File: config.mk
export PLATFORM = sky130hd
export DESIGN_NAME = elastic_routing_tree
export DESIGN_NICKNAME = d
export VERILOG_FILES = /design/src/rtl/elastic_routing_tree.sv
export SDC_FILE = /design/constraint.sdc
export NUM_CORES = 1
export LEC_CHECK = 0
export ABC_AREA = 0
export CAP_MARGIN = 20
export CELL_PAD_IN_SITES_DETAIL_PLACEMENT = 0
export CELL_PAD_IN_SITES_GLOBAL_PLACEMENT = 1
export CORE_MARGIN = 2
export CORE_UTILIZATION = 29
export DETAILED_ROUTE_END_ITERATION = 10
export GPL_TIMING_DRIVEN = 0
export HOLD_SLACK_MARGIN = 0.12
export PLACE_DENSITY_LB_ADDON = 0.1
export SYNTH_ARGS = -nofsm -noshare
export SYNTH_HDL_FRONTEND = slang
export SYNTH_SLANG_ARGS = --single-unit
File: constraint.sdc
create_clock -name clk -period 1.76 [get_ports clk]
set_input_delay 0.176 -clock clk [delete_from_list [all_inputs] [get_ports clk]]
set_output_delay 0.176 -clock clk [all_outputs]
set_load 0.005 [all_outputs]
File: src/rtl/elastic_routing_tree.sv
// Elastic binary routing tree: each upstream word walks L registered levels to one of N outputs.
// Define ROUTING_TREE_BROADCAST_EN to build broadcast delivery to all outputs; otherwise i_broadcast is ignored.
module elastic_routing_tree #(
    parameter int INPUT_WORD_BIT_WIDTH           = 8,
    parameter int NUMBER_OF_ROUTING_TREE_OUTPUTS = 16
) (
    input  logic                                                              clk,
    input  logic                                                              resetn,
    input  logic                                                              i_valid,
    output logic                                                              o_ready,
    input  logic [INPUT_WORD_BIT_WIDTH-1:0]                                   i_input,
    input  logic [$clog2(NUMBER_OF_ROUTING_TREE_OUTPUTS)-1:0]                 i_routing_code,
    input  logic                                                              i_broadcast,
    output logic [NUMBER_OF_ROUTING_TREE_OUTPUTS-1:0]                         o_valid,
    input  logic [NUMBER_OF_ROUTING_TREE_OUTPUTS-1:0]                         i_ready,
    output logic [NUMBER_OF_ROUTING_TREE_OUTPUTS-1:0][INPUT_WORD_BIT_WIDTH-1:0] o_outputs
);
    localparam int W                             = INPUT_WORD_BIT_WIDTH;
    localparam int N                             = NUMBER_OF_ROUTING_TREE_OUTPUTS;
    localparam int ROUTING_CODE_BIT_WIDTH        = $clog2(N);
    localparam int NUMBER_OF_ROUTING_TREE_LEVELS = $clog2(N);
    localparam int L                             = NUMBER_OF_ROUTING_TREE_LEVELS;
    localparam int CW                            = ROUTING_CODE_BIT_WIDTH;

    logic bcast_in;
    logic up_fire;

`ifdef ROUTING_TREE_BROADCAST_EN
    assign bcast_in = i_broadcast;
`else
    logic unused_broadcast;
    assign bcast_in         = 1'b0;
    assign unused_broadcast = i_broadcast;
`endif

    // Stage s holds 2^s nodes; node j feeds children 2j (code bit 0) and 2j+1 (code bit 1).
    // The stored code is pre-shifted so the bit steering into the next stage is always the MSB.
    for (genvar s = 1; s <= L; s++) begin : g_stage
        localparam int NN = 2 ** s;
        localparam int NP = NN / 2;

        logic [NN-1:0]                vld;
        logic [NN-1:0]                rdy;
        logic [NN-1:0]                drn;
        logic [NN-1:0]                ld;
        logic [NN-1:0]                bc;
        logic [NN-1:0][W-1:0]         dat;
        logic [NN-1:0][CW-1:0]        cod;
        logic [NP-1:0]                p_fire;
        logic [NP-1:0]                p_bc;
        logic [NP-1:0][W-1:0]         p_dat;
        logic [NP-1:0][CW-1:0]        p_cod;

        if (s == 1) begin : g_root
            assign p_fire = up_fire;
            assign p_bc   = bcast_in;
            assign p_dat  = i_input;
            assign p_cod  = i_routing_code;
        end else begin : g_inner
            assign p_fire = g_stage[s-1].drn;
            assign p_bc   = g_stage[s-1].bc;
            assign p_dat  = g_stage[s-1].dat;
            assign p_cod  = g_stage[s-1].cod;
        end

        always_comb begin
            ld = '0;
            for (int c = 0; c < NN; c++) begin
                ld[c] = p_fire[c/2] && (p_bc[c/2] || (p_cod[c/2][CW-1] == c[0]));
            end
        end

        // Drain decisions look at the next stage's ready, so the ready chain is combinational root to leaf.
        if (s == L) begin : g_leaf
            logic unused_leaf;
            assign drn         = vld & i_ready;
            assign unused_leaf = ^{cod, bc};
        end else begin : g_branch
            always_comb begin
                drn = '0;
                for (int j = 0; j < NN; j++) begin
                    if (bc[j]) begin
                        drn[j] = vld[j] && g_stage[s+1].rdy[2*j] && g_stage[s+1].rdy[2*j+1];
                    end else begin
                        drn[j] = vld[j] && g_stage[s+1].rdy[2*j + (cod[j][CW-1] ? 1 : 0)];
                    end
                end
            end
        end

        assign rdy = ~vld | drn;

        always_ff @(posedge clk or negedge resetn) begin
            if (!resetn) begin
                vld <= '0;
                dat <= '0;
                cod <= '0;
            end else begin
                for (int j = 0; j < NN; j++) begin
                    if (ld[j]) begin
                        vld[j] <= 1'b1;
                        dat[j] <= p_dat[j/2];
                        cod[j] <= p_cod[j/2] << 1;
                    end else if (drn[j]) begin
                        vld[j] <= 1'b0;
                        dat[j] <= '0;
                        cod[j] <= '0;
                    end
                end
            end
        end

`ifdef ROUTING_TREE_BROADCAST_EN
        always_ff @(posedge clk or negedge resetn) begin
            if (!resetn) begin
                bc <= '0;
            end else begin
                for (int j = 0; j < NN; j++) begin
                    if (ld[j]) begin
                        bc[j] <= p_bc[j/2];
                    end else if (drn[j]) begin
                        bc[j] <= 1'b0;
                    end
                end
            end
        end
`else
        assign bc = '0;
`endif
    end

    // o_ready never looks at i_valid, only at the path the current code or broadcast would take.
    always_comb begin
        if (bcast_in) begin
            o_ready = g_stage[1].rdy[0] && g_stage[1].rdy[1];
        end else begin
            o_ready = g_stage[1].rdy[i_routing_code[CW-1]];
        end
    end

    assign up_fire   = i_valid && o_ready;
    assign o_valid   = g_stage[L].vld;
    assign o_outputs = g_stage[L].dat;

endmodule

==> results.toml <==
[routing]
detail_route.iter0.violations = 482
via_cell_ratio = 4.671
vias = 8104
drt_first_pass_iters = 5
totalWireLength_um = 30720
drc = 0
postRouteAntennaNets = 0
average_detailed_routed_wire_length_per_instance_um = 17.71

[clock_tree]
cts_inserted_buffers = 36
clock_tree.buffer_depth = 3
cts.root.buffer_cell = "sky130_fd_sc_hd__clkbuf_16"
cts_tree = "built"
cts.htree.levels = 2
clock_sinks = 292
clock_latency_on_the_worst_skew_pair_ns = 0.52
clock_pin_slew_of_the_registers_on_the_worst_case_setup_and_hold_paths_ns = 0.06

[pwr]
power.leakage_uw = 0.007085
peakVddDrop_mv = 0.6589
power_density_nw_per_um2 = 1127

[yosys]
yosysTopAreaCellShare_pct = 64.99
synth-compound-area-share_pct = 19.02
synth_seq_area_share_pct = 64.99
synthTopCellsByArea = "sky130_fd_sc_hd__dfrtp_1 65%, sky130_fd_sc_hd__a22o_1 14%, sky130_fd_sc_hd__nand2_1 6.7%"
main_combinational_cell_family_by_area_after_synthesis = "compound AO/OA/AOI/OAI gates"
synth-async-reset-ratio_pct = 100.0
syn-num-nets = 982
yosys.area_share.simple_pct = 13.34
most_area_hungry_cell_type_in_the_yosys_netlist = "sky130_fd_sc_hd__dfrtp_1"
post_synth_instance_area_um2 = 11240
synth_adder_area_share_pct = 0
synth_area_per_cell_um2 = 11.84
dominantRegCellSynth = "sky130_fd_sc_hd__dfrtp_1"
fraction_of_synthesized_cell_area_in_xor_and_xnor_cells_pct = 0
post_synth_edffs = 0
synth_cells = 950
synth.area.mux_share_pct = 1.113
post_synth_num_cell_types = 38
synth.ff_latch_count = 292
synthesis.yosys.warnings = 0

[finish]
multiInputGateArea_um2 = 3990
stdcell_area_um2 = 15370
finish.net_count = 1220
sequential_cell_area_um2 = 7310
fillers = 3831
syn2layout_area_growth_pct = 36.75
final_layout_size_suffix_gt1_share_pct = 12.59

[timing]
fmaxAchievable_ghz = 0.4426
setup_tns_ns = -9.299
hold_slack_ns = 0.2412
hold_viol_final = 0
rsz0062_at_grt = "yes"
timing.final.setup_violations = 41
worst-slew-pin-transition_ns = 0.7578
timing.final.max_slew_violations = 0
period_share_pct = 128.4
clock-skew-final_ns = 0.02086
relSlewSlack_pct = 49.48
final.setup.worst_slack_ns = -0.4992
time_the_worst_path_needs_with_i_o_delays_and_setup_ns = 2.259

[grt]
grt_first_pass_wirelength_um = 49480
gr-usage-all-layers_pct = 15.30
largest_net_degree_at_the_start_of_global_routing = 115
initial_antenna_violation_count = 2
grt_pass1_vias = 8511
gr-total-overflow = 0

[critical_path]
timing.critical_path.fanout_max = 3
worstPathBufferInverterCount = 1
cells_along_the_critical_path = "or2b_4 > o22ai_4 > mux2_4 > a31oi_2 > mux2_4 > buf_6"
cp-end-kind = "output port"
worstSetupStartpointType = "register"
slowest_cell_on_the_critical_path = "sky130_fd_sc_hd__dfrtp_1"
crit_family = "multiplexers"
regToRegSetupSlack_ns = -0.34
cp.arrival_ns = 2.08
critPathMaxStageDelay_ns = 0.40
crit_type = "register to output port"
critPathMostFrequentCell = "sky130_fd_sc_hd__mux2_4"
critical_path_required_time_ns = 1.58

[floorplan]
die_y_um = 200.9
initial_utilization_pct = 29.23
floorplan_die_area_um2 = 40360
placementRows = 72
pin_count = 177
core-area_um2 = 38470
dieWidth_um = 200.9

[run_status]
result_of_the_run = "complete, but fails checks"
violations = "negative setup slack"

[flow_run]
cap_viol_max_count = 0

[placement]
place.gp.congestion = 0.7141
io_buffer_count = 175
placed_cell_area_um2 = 13700
dp_hpwl_um = 20880

[hold_path]
hold_path.class = "input pin to async pin"
[final timing paths]
path | cells past startpoint | startpoint | end
max in group asynchronous | 3 | resetn | g_stage[2].vld[1]$_DFFE_PN0P_
hold / removal | 2 | resetn | o_outputs[12]$_DFFE_PN0P_
setup reg to reg | 10 | o_valid[6]$_DFFE_PN0P_ | g_stage[1].cod[1]$_DFFE_PN0P_
hold reg to reg | 2 | o_outputs[20]$_DFFE_PN0P_ | o_outputs[20]$_DFFE_PN0P_
setup / recovery | 6 | g_stage[3].cod[23]$_DFFE_PN0P_ | o_ready
min in group clk | 2 | i_routing_code[0] | g_stage[1].cod[5]$_DFFE_PN0P_
[cell usage after synthesis, types with 2 or more instances]
master                       n
sky130_fd_sc_hd__dfrtp_1   292
sky130_fd_sc_hd__nand2_1   201
sky130_fd_sc_hd__a22o_1    175
sky130_fd_sc_hd__o21ai_0    48
sky130_fd_sc_hd__nand3_1    44
sky130_fd_sc_hd__nand2b_1   31
sky130_fd_sc_hd__nor2_1     24
sky130_fd_sc_hd__clkbuf_1   23
sky130_fd_sc_hd__nor2b_1    19
sky130_fd_sc_hd__a21oi_1    17
sky130_fd_sc_hd__inv_1      12
sky130_fd_sc_hd__mux2_2      8
sky130_fd_sc_hd__a21oi_2     5
sky130_fd_sc_hd__buf_1       4
sky130_fd_sc_hd__nand3b_1    4
sky130_fd_sc_hd__o22ai_1     4
sky130_fd_sc_hd__a31oi_1     3
sky130_fd_sc_hd__buf_2       3
sky130_fd_sc_hd__nor3b_1     3
sky130_fd_sc_hd__o21ai_1     3
sky130_fd_sc_hd__o22a_1      3
sky130_fd_sc_hd__o22ai_2     3
sky130_fd_sc_hd__a311o_1     2
sky130_fd_sc_hd__a311oi_4    2
sky130_fd_sc_hd__mux2i_1     2
sky130_fd_sc_hd__or2_2       2
sky130_fd_sc_hd__or2b_4      2
[logic make-up (layout without fill, tap and decap cells)]
logic type      count (synthesis)  in the layout
compound gates                269            269
buf+inv                        43            308
flops                         292            292
mux                            11             11
other cells                     0              2
simple gates                  335            335
[placed cells by master, fill, tap and decap left out, drive strengths merged, types with 2 or more instances in the layout]
cell type      count
dfrtp            292
nand2            201
a22o             175
clkdlybuf4s50    173
clkbuf            74
o21ai             51
nand3             44
buf               37
nand2b            31
nor2              25
a21oi             23
nor2b             19
inv               14
mux2               9
clkinv             7
o22ai              7
nand3b             4
nor3b              3
o22a               3
a31oi              3
diode              2
or2b               2
a311oi             2
a311o              2
or2                2
mux2i              2
[registers in the layout, summed over array words and instances (netlist names)]
| signal | cells |
|---|---|
| g_stage.vld | 14 |
| o_outputs | 128 |
| g_stage.dat | 112 |
| g_stage.cod | 22 |
| o_valid | 16 |
[metal layers]
layer,GRT usage [%],part of all wire (%),up-vias
li1,-,-,3907
met1,21.28,47,4016
met2,24.49,47,133
met3,2.776,3.4,48
met4,4.286,2.1,0
met5,0,0,-
[final cells by class]
cell class | count | share of cell area (%)
timing repair buffer | 204 | 13.55
multi-input combinational | 615 | 25.95
antenna | 2 | 0.03255
sequential | 292 | 47.54
clock inverter | 11 | 0.5859
tap | 518 | 4.216
clock buffer | 54 | 7.023
inverter | 12 | 0.2930
buffer | 27 | 0.8057
[stage by stage]
stage / utilization (%) / instances / setup slack (ns) / power, µW
floorplan: - / 950 / 0.03801 / 8871
CTS: 39.68 / 1729 / -0.5710 / 17600
global placement: 35.47 / 1643 / -12.93 / 10100
finish: 39.97 / 1735 / -0.4992 / 17320
global route: 39.97 / 1735 / -0.5987 / 18200
detailed placement: 35.62 / 1645 / -0.9590 / 10100
[power breakdown]
group	total [µW]	internal, µW	switching (µW)
clock network	7230	4390	2840
logic	2000	1110	884
registers	8090	7410	683
[repair_timing]
item / 4_1_cts / 5_1_grt
gates resized for setup: 49 / 28
buffers inserted: 18 / 6
pin swaps: 12 / 7
gates cloned: 2 / 0
hold buffers: 1 / 0
endpoints found under the hold margin: 68 / 0
setup endpoints to repair: 107 / 148
Note: power is estimated with default switching activity, not from simulation.
